### config.mk
export PLATFORM = sky130hd
export DESIGN_NAME = bus_rr_arbiter_flat
export DESIGN_NICKNAME = d
export VERILOG_FILES = /design/src/rtl/bus_rr_arbiter_if.sv /design/src/rtl/bus_rr_arbiter.sv /design/src/flat_wrapper.sv
export SDC_FILE = /design/constraint.sdc
export NUM_CORES = 1
export LEC_CHECK = 0
export ABC_AREA = 1
export ABC_CLOCK_PERIOD_IN_PS = 2500
export BUFFER_PORTS_ARGS = -buffer_cell sky130_fd_sc_hd__buf_2
export CORE_AREA = 2 2 81 83
export CTS_CLUSTER_SIZE = 25
export DETAILED_ROUTE_END_ITERATION = 16
export DIE_AREA = 0 0 83 85
export PLACE_DENSITY = 0.66
export SETUP_SLACK_MARGIN = 0.15
export SLEW_MARGIN = 0
export SYNTH_ARGS = -nofsm -noshare
export SYNTH_HDL_FRONTEND = slang
export SYNTH_SLANG_ARGS = --single-unit
### constraint.sdc
create_clock -name clk -period 2.5 [get_ports clk]
set_input_delay 0.25 -clock clk [delete_from_list [all_inputs] [get_ports clk]]
set_output_delay 0.25 -clock clk [all_outputs]
set_load 0.05 [all_outputs]
### src/rtl/bus_rr_arbiter_if.sv
// Bus between N core-side users, the arbiter, and one shared functional unit.
// master = arbiter side, slave = users plus shared unit.
interface bus_rr_arbiter_if #(
  parameter int N      = 2,
  parameter int INPUT  = 32,
  parameter int OUTPUT = 32
);
  logic [N-1:0]             req_valid;
  logic [N-1:0]             req_ready;
  logic [N-1:0][INPUT-1:0]  req_data;
  logic [N-1:0]             rsp_valid;
  logic [N-1:0]             rsp_ready;
  logic [N-1:0][OUTPUT-1:0] rsp_data;
  logic                     in_valid;
  logic                     in_ready;
  logic [INPUT-1:0]         in_data;
  logic                     out_valid;
  logic                     out_ready;
  logic [OUTPUT-1:0]        out_data;

  modport master (
    input  req_valid, req_data, rsp_ready, in_ready, out_valid, out_data,
    output req_ready, rsp_valid, rsp_data, in_valid, in_data, out_ready
  );

  modport slave (
    output req_valid, req_data, rsp_ready, in_ready, out_valid, out_data,
    input  req_ready, rsp_valid, rsp_data, in_valid, in_data, out_ready
  );
endinterface

### src/rtl/bus_rr_arbiter.sv
// Multiplexes N users onto one shared unit with round-robin or fixed-priority grant;
// an in-order tag FIFO routes each result back to the user that issued it.
module bus_rr_arbiter #(
  parameter int N       = 2,
  parameter int INPUT   = 32,
  parameter int OUTPUT  = 32,
  parameter int DEPTH   = 4,
  parameter int RR_MODE = 1
) (
  input  logic                       clk,
  input  logic                       reset_n,
  bus_rr_arbiter_if.master           bus,
  output logic [$clog2(DEPTH+1)-1:0] outstanding,
  output logic                       spurious
);
  localparam int IW = (N > 1) ? $clog2(N) : 1;
  localparam int PW = (DEPTH > 1) ? $clog2(DEPTH) : 1;
  localparam int CW = $clog2(DEPTH + 1);

  logic [IW-1:0] ptr_reg;
  logic [PW-1:0] wr_ptr_reg;
  logic [PW-1:0] rd_ptr_reg;
  logic [CW-1:0] count_reg;
  logic          spurious_reg;
  logic [IW-1:0] tag_mem [DEPTH];

  logic [IW-1:0] grant;
  logic [IW-1:0] head;
  logic          any_req;
  logic          full;
  logic          empty;
  logic          push;
  logic          pop;

  // First requester at or after start, wrapping mod N.
  function automatic logic [IW-1:0] pick(input logic [N-1:0] valid, input logic [IW-1:0] start);
    logic [IW-1:0] sel;
    logic          found;
    logic [IW:0]   idx;
    sel   = start;
    found = 1'b0;
    for (int k = 0; k < N; k++) begin
      idx = {1'b0, start} + (IW+1)'(k);
      if (idx >= (IW+1)'(N)) idx = idx - (IW+1)'(N);
      if (!found && valid[idx[IW-1:0]]) begin
        found = 1'b1;
        sel   = idx[IW-1:0];
      end
    end
    return sel;
  endfunction

  function automatic logic [PW-1:0] wrap_inc(input logic [PW-1:0] p);
    return (p == PW'(DEPTH - 1)) ? '0 : p + 1'b1;
  endfunction

  // Grant depends only on req_valid and the pointer, never on in_ready.
  always_comb begin
    any_req       = |bus.req_valid;
    full          = (count_reg == CW'(DEPTH));
    empty         = (count_reg == '0);
    grant         = pick(bus.req_valid, (RR_MODE != 0) ? ptr_reg : '0);
    head          = tag_mem[rd_ptr_reg];
    bus.in_valid  = any_req & ~full;
    bus.in_data   = bus.req_data[grant];
    bus.req_ready = '0;
    if (any_req && !full && bus.in_ready) bus.req_ready[grant] = 1'b1;
    bus.rsp_valid = '0;
    if (!empty) bus.rsp_valid[head] = bus.out_valid;
    // With nothing in flight the unit's output is drained and flagged.
    bus.out_ready = empty ? 1'b1 : bus.rsp_ready[head];
    push          = bus.in_valid & bus.in_ready;
    pop           = bus.out_valid & bus.out_ready & ~empty;
  end

  for (genvar gi = 0; gi < N; gi++) begin : g_rsp
    assign bus.rsp_data[gi] = bus.out_data;
  end

  always_ff @(posedge clk or negedge reset_n) begin
    if (!reset_n) begin
      ptr_reg      <= '0;
      wr_ptr_reg   <= '0;
      rd_ptr_reg   <= '0;
      count_reg    <= '0;
      spurious_reg <= 1'b0;
    end else begin
      if (push) begin
        wr_ptr_reg <= wrap_inc(wr_ptr_reg);
        if (RR_MODE != 0) ptr_reg <= (grant == IW'(N - 1)) ? '0 : grant + 1'b1;
      end
      if (pop) rd_ptr_reg <= wrap_inc(rd_ptr_reg);
      if (push && !pop)      count_reg <= count_reg + 1'b1;
      else if (!push && pop) count_reg <= count_reg - 1'b1;
      if (empty && bus.out_valid) spurious_reg <= 1'b1;
    end
  end

  always_ff @(posedge clk) begin
    if (push) tag_mem[wr_ptr_reg] <= grant;
  end

  assign outstanding = count_reg;
  assign spurious    = spurious_reg;
endmodule

### src/flat_wrapper.sv
// flat-port wrapper written by rule: the top's interface ports become plain ports
module bus_rr_arbiter_flat 
#(
  parameter int N       = 2,
  parameter int INPUT   = 32,
  parameter int OUTPUT  = 32,
  parameter int DEPTH   = 4,
  parameter int RR_MODE = 1
)
  (clk, reset_n, outstanding, spurious, bus_req_valid, bus_req_data, bus_rsp_ready, bus_in_ready, bus_out_valid, bus_out_data, bus_req_ready, bus_rsp_valid, bus_rsp_data, bus_in_valid, bus_in_data, bus_out_ready);
  bus_rr_arbiter_if #(.N(N), .INPUT(INPUT), .OUTPUT(OUTPUT)) bus_i ();
  input  logic clk;
  input  logic reset_n;
  output logic [$clog2(DEPTH+1)-1:0] outstanding;
  output logic spurious;
  input wire logic [$bits(bus_i.req_valid)-1:0] bus_req_valid;
  input wire logic [$bits(bus_i.req_data)-1:0] bus_req_data;
  input wire logic [$bits(bus_i.rsp_ready)-1:0] bus_rsp_ready;
  input wire logic [$bits(bus_i.in_ready)-1:0] bus_in_ready;
  input wire logic [$bits(bus_i.out_valid)-1:0] bus_out_valid;
  input wire logic [$bits(bus_i.out_data)-1:0] bus_out_data;
  output wire logic [$bits(bus_i.req_ready)-1:0] bus_req_ready;
  output wire logic [$bits(bus_i.rsp_valid)-1:0] bus_rsp_valid;
  output wire logic [$bits(bus_i.rsp_data)-1:0] bus_rsp_data;
  output wire logic [$bits(bus_i.in_valid)-1:0] bus_in_valid;
  output wire logic [$bits(bus_i.in_data)-1:0] bus_in_data;
  output wire logic [$bits(bus_i.out_ready)-1:0] bus_out_ready;
  assign bus_i.req_valid = bus_req_valid;
  assign bus_i.req_data = bus_req_data;
  assign bus_i.rsp_ready = bus_rsp_ready;
  assign bus_i.in_ready = bus_in_ready;
  assign bus_i.out_valid = bus_out_valid;
  assign bus_i.out_data = bus_out_data;
  assign bus_req_ready = bus_i.req_ready;
  assign bus_rsp_valid = bus_i.rsp_valid;
  assign bus_rsp_data = bus_i.rsp_data;
  assign bus_in_valid = bus_i.in_valid;
  assign bus_in_data = bus_i.in_data;
  assign bus_out_ready = bus_i.out_ready;
  bus_rr_arbiter #(.N(N), .INPUT(INPUT), .OUTPUT(OUTPUT), .DEPTH(DEPTH), .RR_MODE(RR_MODE)) u_core (.clk(clk), .reset_n(reset_n), .bus(bus_i), .outstanding(outstanding), .spurious(spurious));
endmodule
==> impl_metrics.py <==
metrics = {
    "yosys": {
        "synth_top_area_share": 0.315,
        "synthCells": 248,
        "synthTopCellsByArea": "buf_4, nand2_1, dfrtp_1",
        "synth_seq_area_share": 0.216,
        "synth.distinct_cells": 22,
        "synth_top_area_cell": "buf_4",
        "ys_warn_count": 0,
        "ys_ff_latch": 13,
        "synth_area_per_cell_um2": 6.45,
        "synth_fp_nets": 359,
        "syn-cell-area_mm2": 0.00160,
    },
    "routing": {
        "drt-pass1-iter-count": 4,
        "drt_iter0_drc": 42,
        "drt-total-wl_um": 4090,
        "route.detailed.drc": 0,
        "wire_per_inst_um": 10.9,
        "final_antenna_net_count": 0,
        "viasPerCell": 4.11,
        "vias": 1538,
    },
    "clock_tree": {
        "cts_tree": "built",
        "cts_max_level": 1,
        "root_buffer": "clkbuf_8",
        "clkLatencyLatePin_ns": 0.24,
        "clk_path_buf_depth": 2,
        "cts.sink_count": 13,
        "numCtsBuffers": 3,
        "postCtsSetupBuffers": 0,
        "clk_pin_slew_ns": 0.05,
    },
    "layout": {
        "num-fill-cells": 688,
        "drive_above_1_share": 0.441,
        "regMostFlops": "u_core.tag_mem",
        "area_delta_synth_final_pct": 15.6,
        "largest_reg_flops": 4,
        "multiInputGateArea_um2": 701,
        "seq_area_um2": 350,
        "antenna_cells": 0,
        "finalNetCount": 409,
    },
    "job": {
        "drv_cap": 0,
    },
    "worst_setup_path": {
        "cp_max_fo": 8,
        "r2r_start": "u_core.outstanding[0]",
        "cp_data_arrival_time_ns": 2.27,
        "crit_type": "flip-flop to flip-flop",
        "end_kind": "flip-flop",
        "r2r_end": "u_core.outstanding[1]",
        "crit_required_ns": 2.62,
        "rr_worst_depth": 8,
        "reg2reg_slack_ns": 0.36,
        "start_kind": "flip-flop",
    },
    "sta": {
        "drv_slew": 0,
        "period_needed_ns": 2.14,
        "setup_violations": 0,
        "fmax_mhz": 467,
        "max_slew_margin": 0.641,
        "worst_slew_pin_slew_ns": 0.538,
        "fin_setup_tns_ns": 0,
        "fin_worst_skew_ns": 0.00131,
        "fin_crit_sh": 0.857,
        "hold_viol_final": 0,
        "rsz0062_at_grt": "no",
        "hold_slack_ns": 0.269,
    },
    "power": {
        "powerDensity_mw_per_mm2": 1220,
        "p_leak_nw": 1.13,
        "peakVddDrop_mv": 0.509,
    },
    "floorplanning": {
        "core_area_mm2": 0.00620,
        "start_util": 0.258,
        "fp-row-count": 29,
        "die_w_um": 83,
        "die_y_um": 85,
        "dieArea_mm2": 0.00706,
        "io_pins": 210,
    },
    "worst_hold_path": {
        "worstHoldStart": "bus_out_valid",
        "min_path_type": "primary input to flip-flop",
        "hold_depth": 2,
        "whs_endpoint": "u_core.spurious",
    },
    "outcome": {
        "status": "complete, no violations",
    },
    "placed_design": {
        "gp_congestion": 0.820,
        "dp_hpwl_um": 3430,
        "port_buffers": 113,
    },
    "global_routing": {
        "grt_pass1_vias": 1427,
        "grt_pass1_wl_um": 6440,
        "grt_remaining_overflow": 0,
        "grt_max_degree": 38,
        "track_usage": 0.110,
        "antenna_found_initial": 0,
    },
}
[placed cells by master (no fill, tap or decap), types with 2 or more instances in the layout]
cell type  instances
a21oi_1            3
buf_2            112
clkbuf_8           3
dfrtp_1            5
dfrtp_2            4
edfxtp_1           4
ha_1               6
inv_1             12
inv_2              2
nand2_1          110
nand3_1            6
nor2_1            10
o21ai_0            3
[worst max-delay path, cell delays in order (launching register included)]
cell	delay, ns
dfrtp_2	0.45
nor3_1	0.37
nor2_4	0.08
nand2_4	0.12
inv_2	0.07
ha_1	0.17
inv_1	0.09
fa_1	0.42
mux2_2	0.27
[power by group]
group          switching (mW)  leakage (nW)  internal (mW)
clock network          0.0751        0.0228          0.113
registers              0.0756         0.137          0.319
logic                    1.26         0.975          0.420
total                    1.41          1.13          0.851
[cell usage after synthesis, drive strengths merged]
master and count:
ha 6, dfrtp 9, clkbuf 1, nand2 112
o21ai 5, xnor2 1, xor2 1, inv 15
a31o 1, edfxtp 4, fa 1, mux2 1
a21oi 3, nand3 7, nor3 1, buf 69
nor2 11
[stage by stage]
step / utilization / worst slack [ns] / std cells / power [mW] / cell area, um2
5_1_grt: 0.298 / 0.135 / 374 / 2.45 / 1850
4_1_cts: 0.296 / 0.247 / 374 / 2.27 / 1840
6_report: 0.298 / 0.358 / 374 / 2.27 / 1850
3_5_place_dp: 0.287 / 0.362 / 369 / 2.08 / 1780
2_1_floorplan: - / 0.170 / 248 / 1.97 / 1620
3_3_place_gp: 0.287 / 0.429 / 369 / 2.06 / 1780
[layer usage]
metal / share of wire / GRT usage / vias up
met1: 0.40 / 0.122 / 654
met3: 0.095 / 0.0360 / 4
li1: - / - / 785
met5: 0 / 0 / -
met4: 0.0051 / 0.0253 / 0
met2: 0.50 / 0.202 / 95
[cell families after synthesis]
logic type	Yosys count	share of synthesized area
AND/OR/NAND/NOR	131	0.315
buffers and inverters	85	0.358
flip-flops	13	0.216
AO/OA/AOI/OAI	9	0.0329
adder cells (fa/ha/maj)	7	0.0595
XOR/XNOR	2	0.0110
multiplexers	1	0.00704
[how the worst max path moves through the flow]
stage | startpoint | to
floorplan | u_core.outstanding[2] | u_core.outstanding[2]
global placement | u_core.rd_ptr_reg[0] | u_core.outstanding[2]
detailed placement | u_core.rd_ptr_reg[0] | u_core.outstanding[2]
CTS | u_core.ptr_reg | bus_in_data[1]
global route | u_core.rd_ptr_reg[0] | u_core.outstanding[2]
finish | u_core.outstanding[0] | u_core.outstanding[1]
[cell type report]
class	count	area share
well taps	77	0.0521
inverters	15	0.0318
repair buffers	115	0.323
multi-input cells	150	0.379
clock buffers	4	0.0244
flip-flops and latches	13	0.189
[timing repair]
action,in CTS,in global routing
hold endpoints to repair,9,0
setup endpoints to repair,0,34
hold buffers,1,0
resized for setup,0,5
No activity file was read; power rests on OpenSTA's default activity.
